===== src/rtl/micro_sequencer.sv =====
// rtl/micro_sequencer.sv - program sequencer driving micro inst/data_in, capturing data_out into a result FIFO
module micro_sequencer #(
  parameter int AW = 4,
  parameter int RD = 4
) (
  input  logic          clk,
  input  logic          rst_n,
  input  logic          prog_we,
  input  logic [AW-1:0] prog_addr,
  input  logic [16:0]   prog_wdata,
  input  logic          start,
  output logic          busy,
  output logic          done,
  output logic [7:0]    inst,
  output logic [7:0]    data_in,
  input  logic [7:0]    data_out,
  output logic          res_valid,
  output logic [7:0]    res_data,
  input  logic          res_ready
);
  localparam int LRD = $clog2(RD);

  typedef enum logic [1:0] {IDLE, FETCH, EXEC, DONE} state_t;

  state_t         state;
  logic [AW-1:0]  pc;
  logic           cap_q;
  logic [16:0]    mem [0:(1<<AW)-1];
  logic [7:0]     fifo [0:RD-1];
  logic [LRD-1:0] rd_ptr;
  logic [LRD-1:0] wr_ptr;
  logic [LRD:0]   count;

  logic [16:0] word;
  logic        w_cap;
  logic [7:0]  w_din;
  logic [7:0]  w_op;
  logic        full;
  logic        push;
  logic        pop;

  assign word      = mem[pc];
  assign w_cap     = word[16];
  assign w_din     = word[15:8];
  assign w_op      = word[7:0];
  assign full      = (count == (LRD+1)'(RD));
  assign res_valid = (count != '0);
  assign res_data  = res_valid ? fifo[rd_ptr] : 8'h00;
  assign pop       = res_valid & res_ready;
  assign push      = (state == EXEC) & cap_q;
  assign busy      = (state == FETCH) || (state == EXEC);

  // Program store is deliberately not reset so it survives a mid-run reset.
  always_ff @(posedge clk) begin
    if (prog_we && state == IDLE) mem[prog_addr] <= prog_wdata;
  end

  always_ff @(posedge clk) begin
    if (push) fifo[wr_ptr] <= data_out;
  end

  always_ff @(posedge clk or negedge rst_n) begin
    if (!rst_n) begin
      state   <= IDLE;
      pc      <= '0;
      inst    <= 8'h00;
      data_in <= 8'h00;
      done    <= 1'b0;
      cap_q   <= 1'b0;
      rd_ptr  <= '0;
      wr_ptr  <= '0;
      count   <= '0;
    end else begin
      done <= 1'b0;
      case (state)
        IDLE: begin
          inst    <= 8'h00;
          data_in <= 8'h00;
          if (start) begin
            state <= FETCH;
            pc    <= '0;
          end
        end
        FETCH: begin
          if (w_op[7]) begin
            state <= DONE;
            done  <= 1'b1;
          end else if (w_cap && full && !pop) begin
            state <= FETCH;
          end else begin
            inst    <= {1'b0, w_op[6:0]};
            data_in <= w_din;
            cap_q   <= w_cap;
            state   <= EXEC;
          end
        end
        EXEC: begin
          inst    <= 8'h00;
          data_in <= 8'h00;
          if (pc == '1) begin
            state <= DONE;
            done  <= 1'b1;
          end else begin
            pc    <= pc + AW'(1);
            state <= FETCH;
          end
        end
        DONE:    state <= IDLE;
        default: state <= IDLE;
      endcase

      // A capturing word only issues when a slot is free, so push never overflows.
      if (push) wr_ptr <= wr_ptr + LRD'(1);
      if (pop)  rd_ptr <= rd_ptr + LRD'(1);
      case ({push, pop})
        2'b10:   count <= count + (LRD+1)'(1);
        2'b01:   count <= count - (LRD+1)'(1);
        default: count <= count;
      endcase
    end
  end
endmodule


===== config.mk =====
export PLATFORM = sky130hd
export DESIGN_NAME = micro_sequencer
export DESIGN_NICKNAME = d
export VERILOG_FILES = /design/src/rtl/micro_sequencer.sv
export SDC_FILE = /design/constraint.sdc
export NUM_CORES = 1
export LEC_CHECK = 0
export ABC_AREA = 1
export BUFFER_PORTS_ARGS = -buffer_cell sky130_fd_sc_hd__buf_2
export CORE_UTILIZATION = 51
export DETAILED_ROUTE_END_ITERATION = 8
export PLACE_DENSITY = 0.68
export SYNTH_ARGS = -nofsm -noshare
export SYNTH_HDL_FRONTEND = slang
export SYNTH_SLANG_ARGS = --single-unit

===== constraint.sdc =====
create_clock -name clk -period 2.7 [get_ports clk]
set_input_delay 0.675 -clock clk [delete_from_list [all_inputs] [get_ports clk]]
set_output_delay 0.675 -clock clk [all_outputs]
set_load 0.02 [all_outputs]

==> metrics.yaml <==
power_and_ir_drop:
  p_comb_share_pct: 23.4
  vdd_drop_max_v: 0.000530
  seqPwrFrac_pct: 43.7
  p_int_mw: 9.64
  power-per-cell-area_mw_per_mm2: 846
  power_switching_mw: 4.26
  swShare_pct: 30.7
  p_leak_nw: 6.94
  p_clk_share_pct: 32.9
floorplan:
  initial_core_util_pct: 51.7
  core_mm2: 0.0278
  die_h_um: 170
  dieWidth_um: 170
  dieArea_mm2: 0.0289
  ios: 61
  row_count: 61
worst_setup_path:
  crit_path_start_kind: "flop"
  endpoint_kind: "output pin"
  crit_arrival_ns: 1.84
  rr_endpoint: "count[2]"
  reg2regPathDepth: 9
  worst-path-max-fanout: 17
  critPathKind: "reg -> out"
  regToRegSetupSlack_ns: 0.44
  reg2reg_from: "state[0]"
  worstPathRequired_ns: 2.03
cts:
  hold_buffers: 0
  clock-sinks: 334
  htreeDepth: 2
  cts_resized: 0
  cts_max_path_buffers: 3
  path_clk_slew_ns: 0.06
  cts_buffers: 36
  clkLatencyLatePin_ns: 0.52
  cts_tree: "built"
  root_buffer: "clkbuf_16"
  postCtsSetupBuffers: 0
sta:
  period_needed_ns: 2.51
  finClkSkew_ns: 0.0202
  slew_headroom_pct: 56.5
  holdWs_ns: 0.189
  rsz0062_at_grt: "false"
  finalSetupTns_ns: 0
  worstMarginPinSlew_ns: 0.652
  setup_viol: 0
  hold_viol: 0
  max_freq_ghz: 0.398
  drv_slew: 0
  finalCritPeriodShare_pct: 93.1
yosys:
  syn_area_mm2: 0.0144
  ys_ff_latch: 334
  syn_area_per_cell_um2: 10.5
  synth_nets: 1414
  ys.warnings.count: 0
  ys.flop_type: "edfxtp_1"
  synth.distinct_cells: 27
  synth_cells: 1368
  synth.yosys.seq_area_share_pct: 68.7
  synthArstFlopShare_pct: 8.98
  synth_edf_count: 304
placed_design:
  place_hpwl_um: 19300
  postPlaceCellArea_mm2: 0.0153
  place.gp.congestion: 0.796
  io_buffers: 59
drt:
  routed_wl_um: 32000
  drtAntennaViolNets: 0
  vias_per_cell: 5.20
  vias: 9632
  wl_per_cell_um: 17.3
  drc_errors: 0
  drt_iter0_drc: 909
  drtPass1Iterations: 5
worst_hold_path:
  hp-class: "in -> async"
grt:
  grt_pass1_wl_um: 50100
  antenna_found_initial: 0
  overflow: 0
  grt_usage_pct: 23.0
  grt_pass1_vias: 9077
  grt_start_max_net_pins: 80
layout:
  area_growth_pct: 14.3
  antenna_cells: 0
  fillers: 2291
  drive_above_1_share_pct: 12.5
  fin_nets: 1497
  design_area_mm2: 0.0164
run:
  cap_violations: 0
run_status:
  status: "finished clean"
kinds of logic after synthesis:
family / after synthesis / synth area share, %
xor gates and xnor gates: 5 / 0.305
DFF: 334 / 68.7
other: 1 / 0.0261
AOI/OAI and AO/OA: 51 / 1.79
buffers and inverters: 244 / 7.09
adders and majority gates: 12 / 1.10
and+or+nand+nor: 721 / 21.0
per-stage QoR:
stage / utilization (%) / instances / setup slack [ns] / power, mW
6_report: 59.2 / 1853 / 0.187 / 13.9
5_1_grt: 59.2 / 1853 / 0.0472 / 14.6
4_1_cts: 59.2 / 1853 / 0.163 / 14.0
3_5_place_dp: 55.2 / 1791 / 0.459 / 9.41
3_3_place_gp: 55.2 / 1791 / 0.495 / 9.34
2_1_floorplan: - / 1368 / 0.590 / 8.35
how the worst max path moves through the flow:
stage | startpoint | end | slack, ns | cells past startpoint
2_1_floorplan | rd_ptr[0] | res_data[6] | 0.59 | 6
3_3_place_gp | state[0] | count[2] | 0.50 | 9
3_5_place_dp | state[0] | count[2] | 0.46 | 9
4_1_cts | rd_ptr[0] | res_data[0] | 0.16 | 4
5_1_grt | rd_ptr[0] | res_data[0] | 0.05 | 4
6_report | rd_ptr[0] | res_data[0] | 0.19 | 4
worst max-delay path: stages, from the launching register on:
cell	delay [ns]
dfrtp_1	0.37
inv_1	0.34
o21ai_0	0.17
a21oi_1	0.23
buf_2	0.20
layout make-up:
cell class	count	area (µm²)	share of cell area [%]
flip-flops and latches	334	9880	60.1
multi-input cells	790	3520	21.4
clock buffers	40	937	5.70
repair buffers	111	786	4.78
inverters	178	673	4.10
well taps	378	473	2.88
clock inverters	22	165	1.00
power groups by stage:
stage / Clock [mW] / Sequential (mW) / Combinational, mW
after global placement: 0 / 6.17 / 3.17
after CTS: 4.66 / 6.07 / 3.26
after global routing: 4.86 / 6.09 / 3.65
after floorplan: 0 / 6.25 / 2.10
after detailed placement: 0 / 6.17 / 3.24
final: 4.58 / 6.07 / 3.25
placed cells by master, fill, tap and decap left out, types with 2 or more instances in the layout:
| cell | instances |
|---|---|
| buf_4 | 44 |
| xor2_1 | 4 |
| nor2_1 | 50 |
| clkbuf_16 | 37 |
| inv_6 | 2 |
| clkinv_1 | 12 |
| inv_1 | 174 |
| inv_4 | 2 |
| nand2_1 | 452 |
| edfxtp_1 | 304 |
| nand3_4 | 2 |
| clkbuf_1 | 3 |
| nand4_1 | 16 |
| nor2_2 | 16 |
| bufinv_16 | 2 |
| o21ai_0 | 22 |
| ha_1 | 11 |
| dfrtp_1 | 28 |
| buf_12 | 8 |
| clkinv_4 | 2 |
| a21oi_1 | 28 |
| clkinv_2 | 4 |
| buf_2 | 59 |
| nand3_1 | 182 |
registers in the layout, summed over array words and instances, names as in the netlist:
register	cells
mem	272
pc	4
cap_q	1
inst	7
rd_ptr	2
data_in	8
done	1
wr_ptr	2
count	3
fifo	32
state	2
Yosys cell counts (2+ instances only):
cell type  number  area (µm²)
xor2_1          4        35.0
a21oi_1        28         140
buf_1           5        18.8
dfrtp_1        30         751
edfxtp_1      304        9130
nor2_1         66         248
clkbuf_1       18        67.6
buf_2          29         145
nand2_1       452        1700
buf_4          11        82.6
nand4_1        16         100
nand3_4         2        35.0
ha_1           11         138
o21ai_0        22         110
buf_6           3        33.8
clkinv_1        2        7.51
inv_1         174         653
nand3_1       182         911
routing by layer:
| layer | vias to the layer above | share of wire [%] | track usage, % | routed length, µm |
|---|---|---|---|---|
| met5 | - | 0 | 0 | 0 |
| met4 | 0 | 2.9 | 8.42 | 919 |
| met3 | 74 | 7.4 | 3.49 | 2370 |
| met2 | 371 | 47 | 36.8 | 14900 |
| met1 | 4537 | 43 | 32.1 | 13800 |
| li1 | 4650 | - | - | - |
Note: power is estimated with default switching activity, not from simulation.
